`src/rtl/plot_scheduler_if.sv`:
```
// Bundle between plot_scheduler and its two pixel requesters plus the shared vga_adapter write port.
// master = requester/display side, slave = the scheduler.
interface plot_scheduler_if #(
    parameter int X_W   = 8,
    parameter int Y_W   = 7,
    parameter int COL_W = 3
);
    logic             frame_tick;
    logic [1:0]       req;
    logic [X_W-1:0]   x0;
    logic [Y_W-1:0]   y0;
    logic [COL_W-1:0] c0;
    logic             plot0;
    logic             done0;
    logic [X_W-1:0]   x1;
    logic [Y_W-1:0]   y1;
    logic [COL_W-1:0] c1;
    logic             plot1;
    logic             done1;
    logic [1:0]       grant;
    logic             erase;
    logic [X_W-1:0]   vga_x;
    logic [Y_W-1:0]   vga_y;
    logic [COL_W-1:0] vga_colour;
    logic             vga_plot;
    logic             busy;
    logic             overrun;
    logic             timeout_err;

    modport master (
        output frame_tick, req, x0, y0, c0, plot0, done0, x1, y1, c1, plot1, done1,
        input  grant, erase, vga_x, vga_y, vga_colour, vga_plot, busy, overrun, timeout_err
    );

    modport slave (
        input  frame_tick, req, x0, y0, c0, plot0, done0, x1, y1, c1, plot1, done1,
        output grant, erase, vga_x, vga_y, vga_colour, vga_plot, busy, overrun, timeout_err
    );
endinterface

```
`src/rtl/plot_scheduler.sv`:
```
// Per-frame arbiter giving two requesters (bird, hunter) an erase pass then a draw pass on one VGA write port.
// Optional grant watchdog: define PLOT_TIMEOUT_EN to revoke a grant held for TIMEOUT cycles.
module plot_scheduler #(
    parameter int X_W     = 8,
    parameter int Y_W     = 7,
    parameter int COL_W   = 3,
    parameter int TIMEOUT = 64
) (
    input  logic              clock,
    input  logic              resetn,
    plot_scheduler_if.slave   bus
);

    typedef enum logic [1:0] {
        ST_IDLE  = 2'd0,
        ST_ERASE = 2'd1,
        ST_DRAW  = 2'd2,
        ST_GAP   = 2'd3
    } state_t;

    // Steps 0/1 erase the first/second requester, steps 2/3 draw them; bit 0 picks the slot.
    function automatic logic [2:0] next_step(input logic [1:0] mask, input logic first,
                                             input logic [2:0] from);
        logic [2:0] res;
        logic [2:0] s3;
        res = 3'b000;
        for (int s = 3; s >= 0; s--) begin
            s3 = 3'(s);
            if ((s3 >= from) && mask[s3[0] ^ first]) begin
                res = {1'b1, s3[1:0]};
            end else begin
                res = res;
            end
        end
        return res;
    endfunction

    function automatic logic [1:0] step_grant(input logic [1:0] step, input logic first);
        return (step[0] ^ first) ? 2'b10 : 2'b01;
    endfunction

    state_t           state_q, state_d;
    logic [1:0]       step_q, step_d;
    logic             first_q, first_d;
    logic [1:0]       req_mask_q, req_mask_d;
    logic             rr_q, rr_d;
    logic [1:0]       grant_q, grant_d;
    logic             erase_q, erase_d;
    logic             busy_q, busy_d;
    logic             overrun_q, overrun_d;
    logic [X_W-1:0]   vga_x_q, vga_x_d;
    logic [Y_W-1:0]   vga_y_q, vga_y_d;
    logic [COL_W-1:0] vga_colour_q, vga_colour_d;
    logic             vga_plot_q, vga_plot_d;
    logic [2:0]       ns_s;
    logic             done_s;
    logic             tmo_hit_s;
    logic             grant_start_s;

    assign done_s = |(grant_q & {bus.done1, bus.done0});

    // Frame sequencing: tick acceptance, pass selection, grant release and the GAP cycle.
    always_comb begin
        state_d       = state_q;
        step_d        = step_q;
        first_d       = first_q;
        req_mask_d    = req_mask_q;
        rr_d          = rr_q;
        grant_d       = grant_q;
        erase_d       = erase_q;
        busy_d        = busy_q;
        overrun_d     = overrun_q | (bus.frame_tick & busy_q);
        ns_s          = 3'b000;
        grant_start_s = 1'b0;
        case (state_q)
            ST_IDLE: begin
                if (bus.frame_tick) begin
                    req_mask_d = bus.req;
                    first_d    = rr_q;
                    rr_d       = ~rr_q;
                    busy_d     = 1'b1;
                    ns_s       = next_step(bus.req, rr_q, 3'd0);
                    if (ns_s[2]) begin
                        state_d       = ns_s[1] ? ST_DRAW : ST_ERASE;
                        step_d        = ns_s[1:0];
                        grant_d       = step_grant(ns_s[1:0], rr_q);
                        erase_d       = ~ns_s[1];
                        grant_start_s = 1'b1;
                    end else begin
                        state_d = ST_GAP;
                    end
                end else begin
                    state_d = ST_IDLE;
                end
            end
            ST_ERASE, ST_DRAW: begin
                if (done_s || tmo_hit_s) begin
                    state_d = ST_GAP;
                    grant_d = 2'b00;
                    erase_d = 1'b0;
                end else begin
                    state_d = state_q;
                end
            end
            ST_GAP: begin
                ns_s = next_step(req_mask_q, first_q, {1'b0, step_q} + 3'd1);
                if (ns_s[2]) begin
                    state_d       = ns_s[1] ? ST_DRAW : ST_ERASE;
                    step_d        = ns_s[1:0];
                    grant_d       = step_grant(ns_s[1:0], first_q);
                    erase_d       = ~ns_s[1];
                    grant_start_s = 1'b1;
                end else begin
                    state_d = ST_IDLE;
                    busy_d  = 1'b0;
                end
            end
            default: begin
                state_d = ST_IDLE;
                grant_d = 2'b00;
                erase_d = 1'b0;
                busy_d  = 1'b0;
            end
        endcase
    end

    // One-cycle port mux; erase passes always write black.
    always_comb begin
        vga_x_d      = {X_W{1'b0}};
        vga_y_d      = {Y_W{1'b0}};
        vga_colour_d = {COL_W{1'b0}};
        vga_plot_d   = 1'b0;
        if (grant_q[0]) begin
            vga_x_d      = bus.x0;
            vga_y_d      = bus.y0;
            vga_colour_d = erase_q ? {COL_W{1'b0}} : bus.c0;
            vga_plot_d   = bus.plot0;
        end else if (grant_q[1]) begin
            vga_x_d      = bus.x1;
            vga_y_d      = bus.y1;
            vga_colour_d = erase_q ? {COL_W{1'b0}} : bus.c1;
            vga_plot_d   = bus.plot1;
        end else begin
            vga_plot_d   = 1'b0;
        end
    end

    // Scheduler state and output registers.
    always_ff @(posedge clock or negedge resetn) begin
        if (!resetn) begin
            state_q      <= ST_IDLE;
            step_q       <= 2'b00;
            first_q      <= 1'b0;
            req_mask_q   <= 2'b00;
            rr_q         <= 1'b0;
            grant_q      <= 2'b00;
            erase_q      <= 1'b0;
            busy_q       <= 1'b0;
            overrun_q    <= 1'b0;
            vga_x_q      <= {X_W{1'b0}};
            vga_y_q      <= {Y_W{1'b0}};
            vga_colour_q <= {COL_W{1'b0}};
            vga_plot_q   <= 1'b0;
        end else begin
            state_q      <= state_d;
            step_q       <= step_d;
            first_q      <= first_d;
            req_mask_q   <= req_mask_d;
            rr_q         <= rr_d;
            grant_q      <= grant_d;
            erase_q      <= erase_d;
            busy_q       <= busy_d;
            overrun_q    <= overrun_d;
            vga_x_q      <= vga_x_d;
            vga_y_q      <= vga_y_d;
            vga_colour_q <= vga_colour_d;
            vga_plot_q   <= vga_plot_d;
        end
    end

`ifdef PLOT_TIMEOUT_EN
    localparam int TMO_W = $clog2(TIMEOUT + 1);

    logic [TMO_W-1:0] tmo_cnt_q, tmo_cnt_d;
    logic             timeout_err_q, timeout_err_d;

    assign tmo_hit_s = (grant_q != 2'b00) && (tmo_cnt_q == TMO_W'(TIMEOUT - 1));

    // Grant-hold counter restarts with every new grant; a hit without done is flagged.
    always_comb begin
        tmo_cnt_d     = tmo_cnt_q;
        timeout_err_d = timeout_err_q;
        if (grant_start_s) begin
            tmo_cnt_d = {TMO_W{1'b0}};
        end else if ((grant_q != 2'b00) && !tmo_hit_s) begin
            tmo_cnt_d = tmo_cnt_q + TMO_W'(1);
        end else begin
            tmo_cnt_d = tmo_cnt_q;
        end
        if (tmo_hit_s && !done_s) begin
            timeout_err_d = 1'b1;
        end else begin
            timeout_err_d = timeout_err_q;
        end
    end

    // Watchdog registers.
    always_ff @(posedge clock or negedge resetn) begin
        if (!resetn) begin
            tmo_cnt_q     <= {TMO_W{1'b0}};
            timeout_err_q <= 1'b0;
        end else begin
            tmo_cnt_q     <= tmo_cnt_d;
            timeout_err_q <= timeout_err_d;
        end
    end

    assign bus.timeout_err = timeout_err_q;
`else
    logic tmo_unused_s;

    assign tmo_unused_s    = (TIMEOUT > 0) & grant_start_s;
    assign tmo_hit_s       = 1'b0;
    assign bus.timeout_err = 1'b0;
`endif

    assign bus.grant      = grant_q;
    assign bus.erase      = erase_q;
    assign bus.busy       = busy_q;
    assign bus.overrun    = overrun_q;
    assign bus.vga_x      = vga_x_q;
    assign bus.vga_y      = vga_y_q;
    assign bus.vga_colour = vga_colour_q;
    assign bus.vga_plot   = vga_plot_q;

endmodule

```
`src/flat_wrapper.sv`:
```
// flat-port wrapper written by rule: the top's interface ports become plain ports
module plot_scheduler_flat 
#(
    parameter int X_W     = 8,
    parameter int Y_W     = 7,
    parameter int COL_W   = 3,
    parameter int TIMEOUT = 64
)
  (clock, resetn, bus_frame_tick, bus_req, bus_x0, bus_y0, bus_c0, bus_plot0, bus_done0, bus_x1, bus_y1, bus_c1, bus_plot1, bus_done1, bus_grant, bus_erase, bus_vga_x, bus_vga_y, bus_vga_colour, bus_vga_plot, bus_busy, bus_overrun, bus_timeout_err);
  plot_scheduler_if #(.X_W(X_W), .Y_W(Y_W), .COL_W(COL_W)) bus_i ();
  input  logic clock;
  input  logic resetn;
  input wire logic [$bits(bus_i.frame_tick)-1:0] bus_frame_tick;
  input wire logic [$bits(bus_i.req)-1:0] bus_req;
  input wire logic [$bits(bus_i.x0)-1:0] bus_x0;
  input wire logic [$bits(bus_i.y0)-1:0] bus_y0;
  input wire logic [$bits(bus_i.c0)-1:0] bus_c0;
  input wire logic [$bits(bus_i.plot0)-1:0] bus_plot0;
  input wire logic [$bits(bus_i.done0)-1:0] bus_done0;
  input wire logic [$bits(bus_i.x1)-1:0] bus_x1;
  input wire logic [$bits(bus_i.y1)-1:0] bus_y1;
  input wire logic [$bits(bus_i.c1)-1:0] bus_c1;
  input wire logic [$bits(bus_i.plot1)-1:0] bus_plot1;
  input wire logic [$bits(bus_i.done1)-1:0] bus_done1;
  output wire logic [$bits(bus_i.grant)-1:0] bus_grant;
  output wire logic [$bits(bus_i.erase)-1:0] bus_erase;
  output wire logic [$bits(bus_i.vga_x)-1:0] bus_vga_x;
  output wire logic [$bits(bus_i.vga_y)-1:0] bus_vga_y;
  output wire logic [$bits(bus_i.vga_colour)-1:0] bus_vga_colour;
  output wire logic [$bits(bus_i.vga_plot)-1:0] bus_vga_plot;
  output wire logic [$bits(bus_i.busy)-1:0] bus_busy;
  output wire logic [$bits(bus_i.overrun)-1:0] bus_overrun;
  output wire logic [$bits(bus_i.timeout_err)-1:0] bus_timeout_err;
  assign bus_i.frame_tick = bus_frame_tick;
  assign bus_i.req = bus_req;
  assign bus_i.x0 = bus_x0;
  assign bus_i.y0 = bus_y0;
  assign bus_i.c0 = bus_c0;
  assign bus_i.plot0 = bus_plot0;
  assign bus_i.done0 = bus_done0;
  assign bus_i.x1 = bus_x1;
  assign bus_i.y1 = bus_y1;
  assign bus_i.c1 = bus_c1;
  assign bus_i.plot1 = bus_plot1;
  assign bus_i.done1 = bus_done1;
  assign bus_grant = bus_i.grant;
  assign bus_erase = bus_i.erase;
  assign bus_vga_x = bus_i.vga_x;
  assign bus_vga_y = bus_i.vga_y;
  assign bus_vga_colour = bus_i.vga_colour;
  assign bus_vga_plot = bus_i.vga_plot;
  assign bus_busy = bus_i.busy;
  assign bus_overrun = bus_i.overrun;
  assign bus_timeout_err = bus_i.timeout_err;
  plot_scheduler #(.X_W(X_W), .Y_W(Y_W), .COL_W(COL_W), .TIMEOUT(TIMEOUT)) u_core (.clock(clock), .resetn(resetn), .bus(bus_i));
endmodule
```
`config.mk`:
```
export PLATFORM = sky130hd
export DESIGN_NAME = plot_scheduler_flat
export DESIGN_NICKNAME = d
export VERILOG_FILES = /design/src/rtl/plot_scheduler_if.sv /design/src/rtl/plot_scheduler.sv /design/src/flat_wrapper.sv
export SDC_FILE = /design/constraint.sdc
export NUM_CORES = 1
export LEC_CHECK = 0
export CAP_MARGIN = 20
export CORE_UTILIZATION = 41
export CTS_CLUSTER_DIAMETER = 40
export DETAILED_ROUTE_END_ITERATION = 10
export GPL_TIMING_DRIVEN = 0
export PLACE_DENSITY = 0.8
export SETUP_SLACK_MARGIN = 0.15
export SYNTH_ARGS = -nofsm -noshare
export SYNTH_HDL_FRONTEND = slang
export SYNTH_SLANG_ARGS = --single-unit
```
`constraint.sdc`:
```
create_clock -name clock -period 2.3 [get_ports clock]
set_input_delay 0.69 -clock clock [delete_from_list [all_inputs] [get_ports clock]]
set_output_delay 0.69 -clock clock [all_outputs]
set_load 0.05 [all_outputs]
```
### Yosys cells after proc, flatten, opt, wreduce, memory -nomap -nowiden

Cells that the tools add are included.

| operators by class | value |
|---|---|
| add/subtract/negate cells | 1 |
| magnitude comparators | 8 |
| eq/ne operators | 8 |
| muxes and demuxes | 53 |
| bitwise gates (word level) | 9 |
| reduce and logical (&&, ||, !) cells | 12 |

Operators by type and width:

| kind | number |
|---|---|
| $mux W3 | 13 |
| $mux W2 | 15 |
| $mux W1 | 16 |
| $mux W8 | 2 |
| $mux W7 | 2 |
| $pmux W2 S3 | 2 |
| $lt A1 B2 Y1 const B | 4 |
| $reduce_and A4 Y1 | 2 |
| $ge A1 B3 Y1 const A | 2 |
| $ge A2 B3 Y1 const A | 2 |
| $ne A2 B1 Y1 const B | 3 |
| $eq A2 B2 Y1 const B | 2 |
| $logic_and A1 B1 Y1 | 4 |
| $ne A2 B2 Y1 const B | 2 |
| $not A1 Y1 | 4 |
| $pmux W2 S2 | 1 |
| $reduce_or A2 Y1 | 2 |
| $add A2 B1 Y3 const B | 1 |
| $pmux W1 S3 | 1 |
| $reduce_and A3 Y1 | 1 |
| $and A2 B2 Y2 | 1 |
| $eq A2 B1 Y1 const B | 1 |
| $logic_not A2 Y1 | 1 |
| $pmux W1 S2 | 1 |
| 5 further kinds | 6 |

| word-level totals | value |
|---|---|
| flip-flop bits (word level) | 32 |
| input bits | 45 |
| output and inout bits | 25 |

### Logic depth before layout (Yosys ltp)

Gate-level depths: netlist (run 1).

| depth | value |
|---|---|
| depth after elaboration | 13 |
| gate-level depth with buffers | 6 |
| depth with buffers taken out | 6 |

### Worst setup path before layout (run 1)

No wires, ideal clock.

| timing | value |
|---|---|
| path kind | input -> register |
| start | in bus_done0 |
| end | reg u_core.grant_q[0], in the netlist u_core.bus.grant[0] |
| data arrival time | 1.518 ns |
| required time | 2.172 ns |
| path slack | 0.655 ns |
| stages on the path | 3 |
| cell sequence | a221o_1 -> o211ai_2 -> mux2_1 |

| on the way | value |
|---|---|
| longest elaborated chain between the ends | 4 |

Ends and longest elaborated chain:

| element | RTL line | source |
|---|---|---|
| start, declared | flat_wrapper.sv:19 | `input wire logic [$bits(bus_i.done0)-1:0] bus_done0;` |
| $and A2 B2 Y2 | plot_scheduler.sv:60 | `assign done_s = \|(grant_q & {bus.done1, bus.done0});` |
| $reduce_or A2 Y1 | plot_scheduler.sv:60 |  |
| $ne A2 B1 Y1 (no line) | n/a |  |
| $reduce_and A4 Y1 (no line) | n/a |  |
| end signal, assigned | plot_scheduler.sv:170 | `grant_q <= grant_d;` |
| end, declared | plot_scheduler.sv:47 | `logic [1:0] grant_q, grant_d;` |

Every way passes these cells.
A chain may end at the register's enable or synchronous reset.

### Final worst setup path (run 1)

| timing | value |
|---|---|
| start | reg u_core.vga_x_q[1], in the netlist u_core.bus.vga_x[1] |
| end | out bus_vga_x[1] |

RTL lines:

| element | RTL line | source |
|---|---|---|
| start, declared | plot_scheduler.sv:51 | `logic [X_W-1:0] vga_x_q, vga_x_d;` |
| start signal, assigned | plot_scheduler.sv:160 | `vga_x_q <= {X_W{1'b0}};` |
| start signal, assigned | plot_scheduler.sv:174 | `vga_x_q <= vga_x_d;` |
| end, declared | flat_wrapper.sv:27 | `output wire logic [$bits(bus_i.vga_x)-1:0] bus_vga_x;` |

No word-level cell between the ends.

==> metrics.yaml, run 1 <==
outcome:
  status: "finished, final reports clean"
finish:
  layout_common_cells: "clkdlybuf4s50_1, dfrtp_1, a22o_1"
  drive_above_1_share: 0.09767
  finalInstanceArea_um2: 2394
  syn2layout_area_growth_pct: 57.45
  layout.nets: 262
  mostFrequentLayoutCell: "clkdlybuf4s50_1"
  multiInputGateArea_um2: 635.6
  antenna_cells: 0
  n_fill_cell: 249
  ff_latch_area_um2: 800.8
sta:
  setup_viol: 0
  fmax_mhz: 472.5
  slew_headroom: 0.6141
  slew_violations: 0
  post-route-min-period_ns: 2.116
  skew_ns: 0.003901
  rsz0062_at_grt: "no"
  period_share: 0.9202
  tightest_slew_ns: 0.5768
  finalHoldViolCount: 0
  hold_slack_ns: 0.4595
  finalWorstSetupSlack_ns: 0.1836
placed_design:
  placed_cell_area_um2: 2288
  port_buffers: 68
  dp_slack_ns: 0.1287
  place_hpwl_mm: 3.014
  routabilityCongestion: 0.8438
clocking:
  path_clk_slew_ns: 0.07
  cts.sinks: 32
  cts_root_buf: "clkbuf_8"
  cts_tree: "built"
  cts-htree-levels: 2
  worstSkewPairLatency_ns: 0.28
  cts_made_buffers: 5
  clk_path_buf_depth: 2
routing:
  dr.pass1.iters: 4
  wl_mm: 3.861
  via_per_inst: 5.096
  drt-initial-drc-count: 68
  drc_errors: 0
  wl_per_cell_um: 14.79
  antenna_left: 0
  vias: 1330
worst_setup_path:
  critPathLaunchType: "flop"
  reg2reg_slack_ns: 0.54
  r2r-start: "u_core.state_q[1]$_DFFE_PN0P_"
  path_max_fanout: 1
  crit_family: "buffers and inverters"
  cp.required_ns: 1.61
  critical-path-slowest-cell: "clkdlybuf4s50_1"
  worstPathCellList: "clkdlybuf4s50_1"
  crit_type: "reg2out"
  cpPeakStageDelay_ns: 0.81
  timing.critical_path.from: "u_core.bus.vga_x[1]$_DFF_PN0_"
  worstSetupEndpointType: "output port"
  cp_num_buf_inv: 1
  cp.arrival_ns: 1.43
  reg2reg_to: "u_core.bus.grant[0]$_DFFE_PN0P_"
  r2r_cells: 6
grt:
  use_met3: 0.06387
  grt-ovfl-total: 0
  use_met2: 0.3575
  grt_pass1_wl_mm: 6.396
  grt_most_used_layer: "met2"
  grt_max_degree: 16
  grt.met1_usage: 0.2488
  grt_pass1_vias: 1394
  antenna_found_initial: 0
  grt_usage: 0.2133
power:
  ir_worst_vdd_v: 0.0006382
  power.share.sequential: 0.285
  clkPwrFrac: 0.144
  leakage_nw: 1.144
  combPwrFrac: 0.572
  p_int_mw: 1.699
  switching_power_mw: 1.394
  pwr_density_cell_nw_per_um2: 1293
  swShare: 0.4507
hold_path:
  worstHoldEndpoint: "u_core.bus.overrun$_DFF_PN0_"
  hp-class: "reg2reg"
  hold_start: "u_core.bus.overrun$_DFF_PN0_"
  whs_path_depth: 1
logic_synthesis:
  yosysSeqAreaShare: 0.5267
  synth_seq_cells: 32
  async_flop_share: 1.000
  yosys_warnings: 0
  synthesis.nets: 185
  netlist_instances: 137
  syn_area_um2: 1520
  ys_types: 37
  synth_ff_type: "dfrtp_1"
  synth_edf_count: 0
  synth_area_per_cell_um2: 11.10
job:
  cap_violations: 0
floorplan:
  core_um2: 3442
  dieWidth_um: 62.89
  die_area_um2: 3955
  io_pins: 70
  die_h_um: 62.89
  start_util: 0.4417
  rows: 21
[cell families after synthesis]
kind of cell,Yosys count,share of synthesized area
other,1,0.002467
muxes,9,0.06255
adders and majority gates,3,0.02469
buffers and inverters,16,0.05514
AOI/OAI and AO/OA,47,0.2272
DFF,32,0.5268
and+or+nand+nor,28,0.09548
xor gates and xnor gates,1,0.005762
[state kept, by name, summed over array words and instances (netlist names)]
| signal | flops |
|---|---|
| u_core.req_mask_q | 2 |
| u_core.bus.vga_plot | 1 |
| u_core.bus.grant | 2 |
| u_core.bus.busy | 1 |
| u_core.bus.vga_y | 7 |
| u_core.bus.overrun | 1 |
| u_core.first_q | 1 |
| u_core.bus.erase | 1 |
| u_core.step_q | 2 |
| u_core.rr_q | 1 |
| u_core.bus.vga_x | 8 |
| u_core.bus.vga_colour | 3 |
| u_core.state_q | 2 |
[Yosys cell counts, types with 2 or more instances]
cell      number  area, um2
a21o_1         2      15.01
a21oi_1        6      30.03
a22o_1        15      131.4
a22oi_1        3      22.52
buf_4          2      15.01
buf_6          2      22.52
clkbuf_1       3      11.26
dfrtp_1       32      800.8
ha_1           3      37.54
inv_1          8      30.03
mux2_2         3      33.78
mux2i_1        5      50.05
nand2_1       10      37.54
nand2b_1       3      18.77
nor2_1         6      22.52
nor2b_1        2      12.51
nor3b_1        3      22.52
o21a_1         2      15.01
o21ai_0        8      40.04
or3b_1         2      17.52
[stage by stage]
step,std cells,utilization,power (mW),TNS [ns]
3_3_place_gp,251,0.6561,2.613,-1.267
2_1_floorplan,137,-,2.116,0
4_1_cts,261,0.6903,3.114,0
5_1_grt,261,0.6954,3.281,0
3_5_place_dp,253,0.6648,2.680,0
6_report,261,0.6954,3.094,0
[worst max-delay path by stage]
stage | endpoint | depth (start not counted)
2_1_floorplan | u_core.bus.grant[0]$_DFFE_PN0P_ | 3
4_1_cts | bus_vga_plot | 1
3_3_place_gp | u_core.state_q[0]$_DFFE_PN0P_ | 1
3_5_place_dp | u_core.bus.grant[0]$_DFFE_PN0P_ | 4
5_1_grt | bus_vga_colour[1] | 1
6_report | bus_vga_x[1] | 1
[power groups by stage]
stage          Sequential, mW  Combinational (mW)  Clock [mW]
2_1_floorplan            1.34               0.771           0
3_3_place_gp            0.879                1.73           0
3_5_place_dp            0.895                1.78           0
4_1_cts                 0.882                1.78       0.451
5_1_grt                 0.903                1.89       0.483
6_report                0.881                1.77       0.444
[area by class of cell]
cell class / count / share of cell area
inverter: 8 / 0.01255
sequential: 32 / 0.3346
timing repair buffer: 70 / 0.3021
clock inverter: 2 / 0.004182
clock buffer: 6 / 0.03450
tap: 46 / 0.02405
multi-input combinational: 89 / 0.2656
buffer: 8 / 0.02248
[what timing repair did]
action                                  CTS  global route
endpoints found under the setup margin    4             7
endpoints found under the hold margin     0             0
gates resized for setup                   4             7
hold buffers                              0             0
setup buffers                             0             0
[layer usage]
metal	wire length, um	part of all wire
met1	1541	0.40
met2	2049	0.53
met3	159	0.041
met4	111	0.029
met5	0	0
(Power assumes the default switching activity.)
==> inputs of run 2 (changes only) <==
--- a/config.mk
+++ b/config.mk
@@ -6,12 +6,14 @@
 export NUM_CORES = 1
 export LEC_CHECK = 0
 export CAP_MARGIN = 20
+export CORE_MARGIN = 1.5
 export CORE_UTILIZATION = 41
 export CTS_CLUSTER_DIAMETER = 40
 export DETAILED_ROUTE_END_ITERATION = 10
 export GPL_TIMING_DRIVEN = 0
 export PLACE_DENSITY = 0.8
 export SETUP_SLACK_MARGIN = 0.15
+export SKIP_LAST_GASP = 1
 export SYNTH_ARGS = -nofsm -noshare
 export SYNTH_HDL_FRONTEND = slang
 export SYNTH_SLANG_ARGS = --single-unit
==> metrics.yaml, run 2 (synthesized netlist as in run 1, its figures left out) <==
finish:
  antenna_cells: 0  # unchanged
  largest_reg_flops: 8  # unchanged
  n_fill_cell: 262  # +5.2%
  mostFrequentLayoutCell: "clkdlybuf4s50_1"
  drive_above_1_share: 0.08879  # -0.008889
  syn2layout_area_growth_pct: 57.94
  layout_common_cells: "clkdlybuf4s50_1, dfrtp_1, a22o_1"
  layout.nets: 261  # -0.38%
floorplan:
  core_um2: 3442  # unchanged
  dieWidth_um: 63.89  # +1.6%
  die_h_um: 63.89  # +1.6%
  rows: 21  # unchanged
  start_util: 0.4417  # unchanged
  io_pins: 70  # unchanged
  die_area_um2: 4082  # +3.2%
grt:
  grt_pass1_vias: 1370  # -1.7%
  grt-ovfl-total: 0  # unchanged
  antenna_found_initial: 0  # unchanged
  grt_usage: 0.2162  # +0.002837
  grt_max_degree: 18  # +2
  grt_pass1_wl_mm: 6.555  # +2.5%
routing:
  drc_errors: 0  # unchanged
  vias: 1333  # +0.23%
  dr.pass1.iters: 4  # unchanged
  via_per_inst: 5.127  # +0.61%
  antenna_left: 0  # unchanged
  wl_per_cell_um: 15.76  # +6.5%
  wl_mm: 4.097  # +6.1%
  drt-initial-drc-count: 59  # -13%
sta:
  slew_violations: 0  # unchanged
  hold_slack_ns: 0.4467  # -0.01281 ns
  finalHoldViolCount: 0  # unchanged
  fmax_mhz: 473.3  # +0.18%
  skew_ns: 0.008576  # +0.004675 ns
  post-route-min-period_ns: 2.113  # -0.003758 ns
  rsz0062_at_grt: "no"
  period_share: 0.9185  # -0.001634
  slew_headroom: 0.4748  # -0.1393
  tightest_slew_ns: 0.7854  # +0.2086 ns
  setup_tns_ns: 0  # unchanged
  setup_viol: 0  # unchanged
hold_path:
  hp-class: "reg2reg"
clocking:
  cts_tree: "built"
  cts_setup_buffers: 0  # unchanged
  clk_path_buf_depth: 2  # unchanged
  cts-resized-gates: 4  # unchanged
  cts_root_buf: "clkbuf_8"
  cts.sinks: 32  # unchanged
  cts-htree-levels: 2  # unchanged
  cts_made_buffers: 5  # unchanged
  worstSkewPairLatency_ns: 0.29  # about the same
  path_clk_slew_ns: 0.07  # about the same
  ctsHoldBuffers: 0  # unchanged
job:
  cap_violations: 0  # unchanged
power:
  clkPwrFrac: 0.165  # +0.021
  pwr_density_cell_nw_per_um2: 1330  # +2.9%
  switching_power_mw: 1.410  # +1.1%
  power.share.sequential: 0.276  # -0.009
  ir_worst_vdd_v: 0.0009321  # +46%
  combPwrFrac: 0.559  # -0.013
  swShare: 0.4415  # -0.009157
  leakage_nw: 1.113  # -2.7%
  p_int_mw: 1.783  # +4.9%
worst_setup_path:
  path_max_fanout: 1  # unchanged
  crit_family: "buffers and inverters"
  critPathLaunchType: "flop"
  cpPeakStageDelay_ns: 0.81  # about the same
  cp_num_buf_inv: 1  # unchanged
  crit_type: "reg2out"
  cp.arrival_ns: 1.42  # about the same
  critical-path-slowest-cell: "clkdlybuf4s50_1"
  worstSetupEndpointType: "output port"
  worstPathCellList: "clkdlybuf4s50_1"
  cp.required_ns: 1.61  # about the same
placed_design:
  port_buffers: 68  # unchanged
  routabilityCongestion: 0.7733  # -8.4%
  place_hpwl_mm: 3.085  # +2.4%
outcome:
  status: "finished, final reports clean"
run 2: final timing paths:
check	from	to	slack, ns	cells past startpoint
setup / recovery	u_core.bus.vga_x[7]$_DFF_PN0_	bus_vga_x[7]	0.19	1
setup reg to reg	u_core.state_q[0]$_DFFE_PN0P_	u_core.bus.grant[0]$_DFFE_PN0P_	0.56	6
min in group asynchronous	resetn	u_core.bus.vga_x[6]$_DFF_PN0_	0.86	1
hold / removal	u_core.bus.overrun$_DFF_PN0_	u_core.bus.overrun$_DFF_PN0_	0.45	1
max in group asynchronous	resetn	u_core.bus.grant[1]$_DFFE_PN0P_	0.88	2
hold reg to reg	u_core.bus.overrun$_DFF_PN0_	u_core.bus.overrun$_DFF_PN0_	0.45	1
run 2: routing by layer:
| layer | wire length, um | part of all wire | vias to the layer above | global-route usage |
|---|---|---|---|---|
| li1 | - | - | 642 | - |
| met1 | 1549 | 0.38 | 644 | 0.2368 |
| met2 | 2289 | 0.56 | 36 | 0.3854 |
| met3 | 143 | 0.035 | 11 | 0.05634 |
| met4 | 114 | 0.028 | 0 | 0.1033 |
| met5 | 0 | 0 | - | 0 |
run 2: power groups by stage:
stage / logic, mW / registers, mW / clock network, mW
after CTS: 1.78 / 0.881 / 0.539
after global placement: 1.74 / 0.879 / 0
after global routing: 1.90 / 0.906 / 0.565
after floorplan: 0.771 / 1.34 / 0
final: 1.78 / 0.882 / 0.527
after detailed placement: 1.79 / 0.893 / 0
run 2: area by class of cell:
class,instances,area (um2),share of cell area
clock buffer,6,72.57,0.03022
tap,46,57.56,0.02397
timing repair buffer,69,715.7,0.2981
inverter,8,30.03,0.01251
multi-input combinational,89,635.6,0.2647
buffer,8,53.80,0.02241
clock inverter,2,35.03,0.01459
sequential,32,800.8,0.3335
run 2: through the flow:
| step | cell area [um2] | cells | power (mW) | setup WS (ns) | util |
|---|---|---|---|---|---|
| final | 2401 | 260 | 3.193 | 0.1874 | 0.6976 |
| after global routing | 2401 | 260 | 3.375 | 0.1547 | 0.6976 |
| after CTS | 2389 | 260 | 3.202 | 0.1657 | 0.6939 |
| after detailed placement | 2286 | 252 | 2.683 | 0.1566 | 0.6641 |
| after global placement | 2258 | 251 | 2.614 | -0.01459 | 0.6561 |
| after floorplan | 1520 | 137 | 2.116 | 0.6546 | - |
==> inputs of run 3 (changes only) <==
--- a/config.mk
+++ b/config.mk
@@ -6,6 +6,7 @@
 export NUM_CORES = 1
 export LEC_CHECK = 0
 export CAP_MARGIN = 20
+export CORE_ASPECT_RATIO = 0.7
 export CORE_MARGIN = 1.5
 export CORE_UTILIZATION = 41
 export CTS_CLUSTER_DIAMETER = 40
==> metrics.yaml, run 3 (synthesized netlist as in run 1, its figures left out) <==
outcome:
  status: "finished, final reports clean"
grt:
  antenna_found_initial: 0  # unchanged
  grt_pass1_vias: 1311  # -4.3%
  grt_max_degree: 18  # unchanged
  grt-ovfl-total: 0  # unchanged
  grt_usage: 0.2210  # +0.004792
  grt_pass1_wl_mm: 6.272  # -4.3%
sta:
  tightest_slew_ns: 0.8696  # +0.08427 ns
  setup_viol: 0  # unchanged
  slew_headroom: 0.4184  # -0.05636
  rsz0062_at_grt: "no"
  post-route-min-period_ns: 2.110  # -0.002925 ns
  finalHoldViolCount: 0  # unchanged
  setup_tns_ns: 0  # unchanged
  slew_violations: 0  # unchanged
  period_share: 0.9173  # -0.001272
  fmax_mhz: 474.0  # +0.14%
  skew_ns: 0.008022  # -0.0005546 ns
  hold_slack_ns: 0.4520  # +0.005387 ns
clocking:
  cts.sinks: 32  # unchanged
  cts_made_buffers: 5  # unchanged
  worstSkewPairLatency_ns: 0.28  # about the same
  cts_setup_buffers: 0  # unchanged
  cts-htree-levels: 2  # unchanged
  cts_root_buf: "clkbuf_8"
  clk_path_buf_depth: 2  # unchanged
  path_clk_slew_ns: 0.06  # about the same
  cts_tree: "built"
finish:
  drive_above_1_share: 0.08057  # -0.008216
  largest_reg_flops: 8  # unchanged
  layout_common_cells: "clkdlybuf4s50_1, dfrtp_1, a22o_1"
  layout.nets: 261  # unchanged
  antenna_cells: 0  # unchanged
  syn2layout_area_growth_pct: 55.56
  mostFrequentLayoutCell: "clkdlybuf4s50_1"
worst_setup_path:
  crit_family: "buffers and inverters"
  critPathLaunchType: "flop"
  cp_num_buf_inv: 1  # unchanged
  worstSetupEndpointType: "output port"
  worstPathCellList: "clkdlybuf4s50_1"
  critical-path-slowest-cell: "clkdlybuf4s50_1"
  cp.required_ns: 1.61  # about the same
  path_max_fanout: 1  # unchanged
  cp.arrival_ns: 1.42  # about the same
  crit_type: "reg2out"
  cpPeakStageDelay_ns: 0.81  # about the same
floorplan:
  die_h_um: 53.95  # -16%
  core_um2: 3536  # +2.7%
  start_util: 0.4299  # -0.01172
  die_area_um2: 4088  # +0.15%
  io_pins: 70  # unchanged
  rows: 18  # -14%
  dieWidth_um: 75.78  # +19%
routing:
  antenna_left: 0  # unchanged
  dr.pass1.iters: 4  # unchanged
  wl_mm: 4.160  # +1.5%
  vias: 1344  # +0.83%
  drt-initial-drc-count: 147  # +150%
  wl_per_cell_um: 15.94  # +1.1%
  drc_errors: 0  # unchanged
  via_per_inst: 5.149  # +0.44%
power:
  power.share.sequential: 0.286  # +0.010
  p_int_mw: 1.659  # -7.0%
  combPwrFrac: 0.590  # +0.031
  pwr_density_cell_nw_per_um2: 1293  # -2.8%
  switching_power_mw: 1.398  # -0.80%
  leakage_nw: 1.079  # -3.1%
  ir_worst_vdd_v: 0.0006713  # -28%
  swShare: 0.4574  # +0.01587
  clkPwrFrac: 0.123  # -0.042
hold_path:
  hp-class: "reg2reg"
placed_design:
  place_hpwl_mm: 3.275  # +6.1%
  routabilityCongestion: 0.8406  # +8.7%
  port_buffers: 68  # unchanged
job:
  cap_violations: 0  # unchanged
## run 3: changes by cell type in the layout (fill, tap and decap cells not counted), sizes merged
cell	change
bufinv	-1
dlymetal6s2s	-1
clkinv	-1
clkbuf	-1
clkdlybuf4s50	+1
## run 3: stage by stage
stage	power (mW)	setup slack, ns	cell area, um2	cells	util
after floorplan	2.116	0.6546	1520	137	-
after global placement	2.609	0.003846	2263	255	0.6401
after detailed placement	2.696	0.1017	2291	256	0.6479
after CTS	3.062	0.1562	2355	261	0.6660
after global routing	3.255	0.1527	2365	261	0.6688
final	3.057	0.1903	2365	261	0.6688
## run 3: power by group through the flow
stage / registers [mW] / logic (mW) / clock network [mW]
2_1_floorplan: 1.34 / 0.771 / 0
3_5_place_dp: 0.889 / 1.81 / 0
5_1_grt: 0.899 / 1.93 / 0.422
3_3_place_gp: 0.877 / 1.73 / 0
6_report: 0.876 / 1.80 / 0.377
4_1_cts: 0.877 / 1.80 / 0.387
## run 3: metal layers
layer | vias to the layer above | track usage | share of wire
met2 | 50 | 0.3768 | 0.56
met4 | 0 | 0.09524 | 0.015
met5 | - | 0 | 0
met3 | 6 | 0.06929 | 0.050
li1 | 640 | - | -
met1 | 648 | 0.2583 | 0.38
## run 3: final timing paths
path | from | end | slack (ns) | depth (start not counted)
setup / recovery | u_core.bus.vga_y[2]$_DFF_PN0_ | bus_vga_y[2] | 0.19 | 1
hold / removal | u_core.bus.overrun$_DFF_PN0_ | u_core.bus.overrun$_DFF_PN0_ | 0.45 | 1
setup reg to reg | u_core.state_q[1]$_DFFE_PN0P_ | u_core.bus.grant[0]$_DFFE_PN0P_ | 0.56 | 6
hold reg to reg | u_core.bus.overrun$_DFF_PN0_ | u_core.bus.overrun$_DFF_PN0_ | 0.45 | 1
max in group asynchronous | resetn | u_core.bus.vga_y[3]$_DFF_PN0_ | 0.83 | 2
min in group asynchronous | resetn | u_core.req_mask_q[0]$_DFFE_PN0P_ | 0.90 | 1
## run 3: area by class of cell
class | instances | area [um2]
clock buffer | 5 | 68.82
tap | 50 | 62.56
inverter | 8 | 30.03
fill | 265 | 1171
sequential | 32 | 800.8
multi-input combinational | 89 | 635.6
buffer | 8 | 53.80
timing repair buffer | 69 | 713.2
## run 3: timing repair
action | CTS | global route
pin swaps | 0 | 0
hold buffers | 0 | 0
gates resized for setup | 4 | 4
endpoints found under the setup margin | 4 | 4
## run 3: worst reg2reg max path: stages, from the launching register on
cell and delay, ns:
dfrtp_1 0.37, inv_1 0.07, ha_1 0.29, inv_1 0.06, a221o_1 0.34, o211ai_2 0.14, mux2_1 0.35
